### src/rtl/dmem_lsu_pkg.sv
// Shared types for the data-memory path: access sizes (also used by the decoder),
// load/store unit states and the alignment rule.
package risc_pkg;

    typedef enum logic [1:0] {
        BYTE = 2'b00,
        HALF = 2'b01,
        WORD = 2'b10
    } mem_size_t;

    typedef enum logic [1:0] {
        IDLE = 2'b00,
        REQ  = 2'b01,
        WAIT = 2'b10,
        DONE = 2'b11
    } lsu_state_t;

    // The unused size encoding behaves like WORD, so it needs full word alignment.
    function automatic logic is_misaligned(input mem_size_t size, input logic [1:0] addr_lo);
        case (size)
            BYTE:    is_misaligned = 1'b0;
            HALF:    is_misaligned = addr_lo[0];
            default: is_misaligned = (addr_lo != 2'b00);
        endcase
    endfunction

endpackage

### src/rtl/dmem_lsu_align.sv
// Byte-lane steering between a 32-bit word bus and sub-word accesses:
// byte enables, store-data replication and load-data extraction/extension.
module lsu_align
    import risc_pkg::*;
(
    input  logic [1:0]  i_addr_lo,
    input  mem_size_t   i_size,
    input  logic        i_zero_extend,
    input  logic [31:0] i_wdata,
    input  logic [31:0] i_rdata,
    output logic [3:0]  o_be,
    output logic [31:0] o_wdata,
    output logic [31:0] o_rdata
);

    logic [31:0] w_shifted;

    always_comb begin
        w_shifted = i_rdata >> {i_addr_lo, 3'b000};
        o_be      = 4'b1111;
        o_wdata   = i_wdata;
        o_rdata   = w_shifted;
        case (i_size)
            BYTE: begin
                o_be    = 4'b0001 << i_addr_lo;
                o_wdata = {4{i_wdata[7:0]}};
                o_rdata = {{24{~i_zero_extend & w_shifted[7]}}, w_shifted[7:0]};
            end
            HALF: begin
                o_be    = 4'b0011 << i_addr_lo;
                o_wdata = {2{i_wdata[15:0]}};
                o_rdata = {{16{~i_zero_extend & w_shifted[15]}}, w_shifted[15:0]};
            end
            default: begin
                o_be    = 4'b1111;
                o_wdata = i_wdata;
                o_rdata = w_shifted;
            end
        endcase
    end

endmodule

### src/rtl/dmem_lsu.sv
// Load/store unit: issues one word-aligned byte-enabled bus transaction per memory
// instruction, stalls the pipeline until the response, and returns extended load data.
module dmem_lsu
    import risc_pkg::*;
#(
    parameter int ADDR_W = 32
) (
    input  logic              clk,
    input  logic              reset,
    input  logic              i_ex_req,
    input  logic              i_ex_wr_en,
    input  mem_size_t         i_ex_size,
    input  logic              i_ex_zero_extend,
    input  logic [ADDR_W-1:0] i_ex_addr,
    input  logic [31:0]       i_ex_wdata,
    output logic              o_lsu_busy,
    output logic              o_ld_valid,
    output logic [31:0]       o_ld_data,
    output logic              o_misaligned_exc,
    output logic [ADDR_W-1:0] o_exc_addr,
    output logic              o_bus_req,
    output logic              o_bus_we,
    output logic [ADDR_W-1:0] o_bus_addr,
    output logic [3:0]        o_bus_be,
    output logic [31:0]       o_bus_wdata,
    input  logic              i_bus_gnt,
    input  logic              i_bus_rvalid,
    input  logic [31:0]       i_bus_rdata
);

    lsu_state_t        r_state;
    lsu_state_t        w_next;
    logic [ADDR_W-1:0] r_addr;
    mem_size_t         r_size;
    logic              r_we;
    logic              r_zext;
    logic              r_exc;
    logic [3:0]        r_be;
    logic [31:0]       r_wdata;
    logic [31:0]       r_ld_data;

    logic              w_accept;
    logic              w_capture_rd;
    logic              w_misaligned;
    logic [1:0]        w_sel_lo;
    mem_size_t         w_sel_size;
    logic [3:0]        w_be;
    logic [31:0]       w_wdata;
    logic [31:0]       w_rdata;

    // One steering unit serves both paths: in IDLE it shapes the incoming store,
    // afterwards it extracts load data using the captured address and size.
    assign w_sel_lo     = (r_state == IDLE) ? i_ex_addr[1:0] : r_addr[1:0];
    assign w_sel_size   = (r_state == IDLE) ? i_ex_size : r_size;
    assign w_misaligned = is_misaligned(i_ex_size, i_ex_addr[1:0]);

    lsu_align u_align (
        .i_addr_lo     (w_sel_lo),
        .i_size        (w_sel_size),
        .i_zero_extend (r_zext),
        .i_wdata       (i_ex_wdata),
        .i_rdata       (i_bus_rdata),
        .o_be          (w_be),
        .o_wdata       (w_wdata),
        .o_rdata       (w_rdata)
    );

    always_ff @(posedge clk) begin
        if (reset) begin
            r_state <= IDLE;
        end else begin
            r_state <= w_next;
        end
    end

    always_comb begin
        w_next           = r_state;
        w_accept         = 1'b0;
        w_capture_rd     = 1'b0;
        o_lsu_busy       = 1'b0;
        o_bus_req        = 1'b0;
        o_ld_valid       = 1'b0;
        o_misaligned_exc = 1'b0;
        case (r_state)
            IDLE: begin
                if (i_ex_req) begin
                    w_accept   = 1'b1;
                    o_lsu_busy = 1'b1;
                    w_next     = w_misaligned ? DONE : REQ;
                end
            end
            REQ: begin
                o_lsu_busy = 1'b1;
                o_bus_req  = 1'b1;
                if (i_bus_gnt) begin
                    w_next = WAIT;
                end
            end
            WAIT: begin
                o_lsu_busy = 1'b1;
                if (i_bus_rvalid) begin
                    w_capture_rd = 1'b1;
                    w_next       = DONE;
                end
            end
            DONE: begin
                o_ld_valid       = ~r_we & ~r_exc;
                o_misaligned_exc = r_exc;
                w_next           = IDLE;
            end
            default: w_next = IDLE;
        endcase
    end

    always_ff @(posedge clk) begin
        if (reset) begin
            r_addr    <= '0;
            r_size    <= BYTE;
            r_we      <= 1'b0;
            r_zext    <= 1'b0;
            r_exc     <= 1'b0;
            r_be      <= 4'b0000;
            r_wdata   <= 32'h0;
            r_ld_data <= 32'h0;
        end else begin
            if (w_accept) begin
                r_addr  <= i_ex_addr;
                r_size  <= i_ex_size;
                r_we    <= i_ex_wr_en;
                r_zext  <= i_ex_zero_extend;
                r_exc   <= w_misaligned;
                r_be    <= w_be;
                r_wdata <= w_wdata;
            end
            if (w_capture_rd) begin
                r_ld_data <= w_rdata;
            end
        end
    end

    // Request fields come straight from registers, so they hold steady while gnt is pending.
    assign o_bus_we    = r_we;
    assign o_bus_addr  = {r_addr[ADDR_W-1:2], 2'b00};
    assign o_bus_be    = r_be;
    assign o_bus_wdata = r_wdata;
    assign o_ld_data   = r_ld_data;
    assign o_exc_addr  = r_addr;

endmodule
### config.mk
export PLATFORM = sky130hd
export DESIGN_NAME = dmem_lsu
export DESIGN_NICKNAME = d
export VERILOG_FILES = /design/src/rtl/dmem_lsu_pkg.sv /design/src/rtl/dmem_lsu_align.sv /design/src/rtl/dmem_lsu.sv
export SDC_FILE = /design/constraint.sdc
export NUM_CORES = 1
export LEC_CHECK = 0
export CELL_PAD_IN_SITES_DETAIL_PLACEMENT = 0
export CELL_PAD_IN_SITES_GLOBAL_PLACEMENT = 1
export CORE_ASPECT_RATIO = 1.75
export CORE_MARGIN = 2
export CORE_UTILIZATION = 29
export DETAILED_ROUTE_END_ITERATION = 10
export PLACE_DENSITY_LB_ADDON = 0.05
export SYNTH_ARGS = -nofsm -noshare
export SYNTH_HDL_FRONTEND = slang
export SYNTH_SLANG_ARGS = --single-unit
export TNS_END_PERCENT = 20
### constraint.sdc
create_clock -name clk -period 4.6 [get_ports clk]
set_clock_uncertainty 0.1 [all_clocks]
set_input_delay 0.69 -clock clk [delete_from_list [all_inputs] [get_ports clk]]
set_output_delay 0.69 -clock clk [all_outputs]
set_load 0.01 [all_outputs]
-- Yosys cells after proc, flatten, opt, wreduce, memory -nomap -nowiden
Cells that the tools add are included.
- mux-type cells: 19
- eq/ne operators: 8
- bitwise logic cells: 6
- reduce and logical (&&, ||, !) cells: 6
- shifts and indexed selects: 3
- operators with widths (cell ; number):
    32-bit one-hot mux with 2 select lines ; 2
    32-bit by 5-bit >> shifter with 32-bit output ; 1
    2-bit 2-to-1 mux ; 6
    2-bit one-hot mux with 4 select lines ; 1
    4-bit one-hot mux with 2 select lines ; 1
    1-bit 2-to-1 mux ; 7
    2-bit by 1-bit equality test with 1-bit output, second input constant ; 3
    2-bit zero test ; 3
    2-bit inequality test, second input constant ; 3
    2-bit equality test, second input constant ; 2
    1-bit one-hot mux with 2 select lines ; 2
    1-bit by 2-bit << shifter with 4-bit output, first input constant ; 1
    2-bit by 2-bit << shifter with 4-bit output, first input constant ; 1
    1-bit AND ; 3
    1-bit inverter ; 3
    3-bit AND reduction ; 1
    2-bit nonzero test ; 1
    2-bit OR reduction ; 1
- output and inout port bits: 137
- input bits: 105
- register bits after elaboration: 107

-- Depth between registers and ports, before layout
- depth after elaboration: 5
- gate-level depth with buffers: 10
- depth with buffers taken out: 7

-- Hierarchy
A second synthesis with hierarchy kept.
- cells, all modules: 704
- area, all modules: 5556.6 um^2
- by module, submodules not included (module ; cells each ; times used ; area each (um^2)):
    dmem_lsu ; 522 ; 1 ; 4239.1
    lsu_align ; 182 ; 1 ; 1317.5

-- Least setup slack after synthesis
OpenSTA, ideal clock, no wires.
- kind: register to output
- start point: reg r_state[0]
- end point: out o_lsu_busy
- arrival time: 1.840 ns
- data required time: 3.810 ns
- stages on the path, launching flop included: 10
- setup slack: 1.970 ns
- path buffers: 4
- cell sequence: dfxtp_1 -> inv_1 -> ha_1 -> buf_6 -> buf_2 -> and2_1 -> clkbuf_1 -> clkbuf_1 -> nor2_1 -> nor2_1
- longest elaborated chain between the ends: 3
- RTL lines (item ; RTL line ; RTL):
    from (decl) ; dmem_lsu.sv:31 ; lsu_state_t r_state;
    from (signal assigned) ; dmem_lsu.sv:72 ; r_state <= w_next;
    2-bit equality test or 2-bit by 1-bit equality test with 1-bit output (tied branches) ; dmem_lsu.sv:84 ; case (r_state)
    2-bit OR reduction (no source line) ; -- ;
    1-bit one-hot mux with 2 select lines * ; dmem_lsu.sv:84 ;
    to (decl) ; dmem_lsu.sv:16 ; output logic o_lsu_busy,
Every way passes the cells marked *; elsewhere a longest branch is shown, timed or not.

-- Worst setup path after layout
Ends and elaborated chain as after synthesis.

==> impl_metrics.py <==
metrics = {
    "routing": {
        "drtIter0Drc": 124,
        "drcViolationCount": 0,
        "ant_nets": 0,
        "viasPerCell": 4.70,
        "wl_per_cell_um": 16.7,
        "vias": 4898,
        "dr.pass1.iters": 5,
        "wl_um": 17400,
    },
    "logic_synthesis": {
        "yosys-top-cells-area": "dfxtp_1, nand2_1, mux2i_1",
        "synth_common_cells": "nand2_1, dfxtp_1, nor2_1, a21oi_1, mux2i_1",
        "ys_types": 30,
        "syn-cell-area_um2": 5110,
        "ys.flop_type": "dfxtp_1",
        "synth_edf_count": 0,
        "postSynthCellCount": 627,
        "netlist.area_leader.share": 0.419,
        "ys_ff_latch": 107,
        "synth-seq-area-share": 0.419,
        "syn_area_per_cell_um2": 8.15,
        "yosysWarnings": 0,
        "yosys.cell_count.top_type": "nand2_1",
        "synth_area_leader_cell": "dfxtp_1",
        "async_flop_share": 0,
    },
    "global_route": {
        "track_usage": 0.184,
        "top_usage_layer": "met2",
        "antenna_found_initial": 0,
        "grt_use_met1": 0.192,
        "grt.met2_usage": 0.356,
        "met3_usage": 0.0435,
        "first_global_vias": 5005,
        "grt_pass1_wl_um": 27400,
        "grt-ovfl-total": 0,
        "grt_max_degree": 83,
    },
    "pwr": {
        "power.density_nw_per_um2": 514,
        "p_leak_nw": 2.88,
        "ir_worst_vdd_v": 0.000215,
        "power_mw": 3.95,
    },
    "placed_design": {
        "io_buffers": 239,
        "dp_hpwl_um": 13100,
        "place_area_um2": 7410,
        "place_congestion": 0.783,
    },
    "setup_path": {
        "end_kind": "output pin",
        "crit_start": "r_state[0]$_SDFFE_PP0P_",
        "crit_end": "o_lsu_busy",
        "ff2ff_path_depth": 7,
        "r2r_end": "o_ld_data[19]$_SDFFE_PP0P_",
        "startpoint_type": "flop",
        "critPathArrivalTime_ps": 2550,
        "reg2reg_slack_ps": 1280,
        "r2r_start": "r_state[0]$_SDFFE_PP0P_",
        "required_ps": 3810,
        "worst-path-max-fanout": 17,
        "worstSetupPathType": "flop to output pin",
    },
    "cts": {
        "numClockSinks": 107,
        "cts_buffers": 9,
        "cts_setup_buffers": 0,
        "clk_pin_slew_worst_paths_ps": 70,
        "h-tree-depth": 3,
        "postCtsResizedCells": 0,
        "clock_path_buffers": 2,
        "cts-root-buf": "clkbuf_16",
        "cts_tree": "done",
        "clock_latency_ps": 340,
        "holdBufCountCts": 0,
    },
    "timing": {
        "fmax_mhz": 299,
        "final-max-slew-violation-count": 0,
        "slew_headroom": 0.272,
        "min_period_ps": 3340,
        "rsz0062_at_grt": "false",
        "setup_tns_ps": 0,
        "finalSetupViolCount": 0,
        "post-route-period-util": 0.726,
        "hold_viol_final": 0,
        "tightest_slew_ps": 1090,
    },
    "floorplanning": {
        "initial_core_util": 0.294,
        "rows": 64,
        "ios": 242,
        "die_y_um": 180,
        "core_area_um2": 17400,
        "die_area_um2": 18700,
        "dieWidth_um": 104,
    },
    "layout": {
        "finalNetCount": 916,
        "design_area_um2": 7690,
        "n_antenna_cell": 0,
        "area_delta_synth_final_pct": 50.6,
        "drive_gt1_frac": 0.0554,
        "fillers": 1827,
    },
    "hold_path": {
        "hold_class": "flop to flop",
    },
    "status": {
        "status": "finished, final reports clean",
    },
    "run": {
        "cap_violations": 0,
    },
}
worst min path at each step:
stage / start / endpoint / slack (ps) / cells past startpoint
6_report: o_bus_wdata[1]$_SDFFE_PP0P_ / o_bus_wdata[1]$_SDFFE_PP0P_ / 350 / 2
5_1_grt: o_ld_data[0]$_SDFFE_PP0P_ / o_ld_data[0]$_SDFFE_PP0P_ / 390 / 2
4_1_cts: o_bus_wdata[1]$_SDFFE_PP0P_ / o_bus_wdata[1]$_SDFFE_PP0P_ / 360 / 2
3_5_place_dp: o_bus_wdata[1]$_SDFFE_PP0P_ / o_bus_wdata[1]$_SDFFE_PP0P_ / 350 / 2
3_3_place_gp: o_bus_wdata[7]$_SDFFE_PP0P_ / o_bus_wdata[7]$_SDFFE_PP0P_ / 340 / 2
2_1_floorplan: r_exc$_SDFFE_PP0P_ / r_exc$_SDFFE_PP0P_ / 350 / 2
area by class of cell:
type / instances / area, um^2 / share of cell area
Sequential cell: 107 / 2140 / 0.278
Multi-Input combinational cell: 438 / 2530 / 0.328
Tap cell: 231 / 289 / 0.0376
Clock buffer: 12 / 246 / 0.0320
Inverter: 6 / 22.5 / 0.00293
Clock inverter: 4 / 33.8 / 0.00439
Timing Repair Buffer: 245 / 2430 / 0.316
stage by stage:
stage / setup slack (ps) / instances / hold slack (ps) / utilization
after floorplan: 1970 / 628 / 345 / -
after global placement: 1400 / 1027 / 343 / 0.427
after detailed placement: 1260 / 1027 / 350 / 0.427
after CTS: 1220 / 1043 / 360 / 0.443
after global routing: 1020 / 1043 / 385 / 0.443
final: 1260 / 1043 / 355 / 0.443
metal layers:
| metal | vias to the layer above | part of all wire |
|---|---|---|
| met5 | - | 0 |
| met4 | 0 | 0.014 |
| met3 | 13 | 0.059 |
| met2 | 155 | 0.55 |
| met1 | 2259 | 0.37 |
| li1 | 2471 | - |
registers in the layout, indices dropped and copies added (netlist names):
name         flops
r_zext           1
r_exc            1
o_bus_we         1
o_exc_addr      32
r_size           2
r_state          2
o_bus_be         4
o_bus_wdata     32
o_ld_data       32
placed cells by master, fill, tap and decap left out:
cell               n
nor3b_1            3
clkinv_4           1
a22oi_4            1
a21oi_2            1
mux2_2             1
inv_6              2
dfxtp_1          107
nor2_1            85
clkinvlp_4         1
inv_1              6
mux2i_1           41
conb_1             2
mux2_4             1
a21oi_1           73
nand2_1          123
clkbuf_8           1
nand2_2            1
mux2i_4            3
nor2_4             1
o2bb2ai_1          8
clkdlybuf4s50_1  238
nor2b_1            1
a221oi_1           9
and2_1             2
a211oi_1          31
buf_4              7
a31oi_2            1
clkbuf_1           2
mux2i_2            3
clkbuf_16          9
nand3_1           14
ha_1               4
nor3_1            17
a31oi_1            1
a211oi_2          10
and2_2             1
power breakdown:
group	switching, mW	leakage [nW]	internal (mW)	total [mW]
Clock	0.360	0.134	0.389	0.749
Sequential	0.139	0.877	1.14	1.28
Combinational	1.01	1.87	0.915	1.92
critical path, stage by stage (launching register included):
cell and delay, ps:
dfxtp_1 350, inv_1 100, ha_1 770, and2_2 300, nor2_1 40, nor2_1 80
clkdlybuf4s50_1 570
cell families (layout without fill, tap and decap cells):
family,after synthesis,after routing,synth area share
AND/OR/NAND/NOR,248,248,0.195
other,1,2,0.000734
adder cells (fa/ha/maj),4,4,0.00980
flip-flops,107,107,0.419
AO/OA/AOI/OAI,135,135,0.180
multiplexers,49,49,0.104
buffers and inverters,83,267,0.0901
No activity file was read; power rests on OpenSTA's default activity.
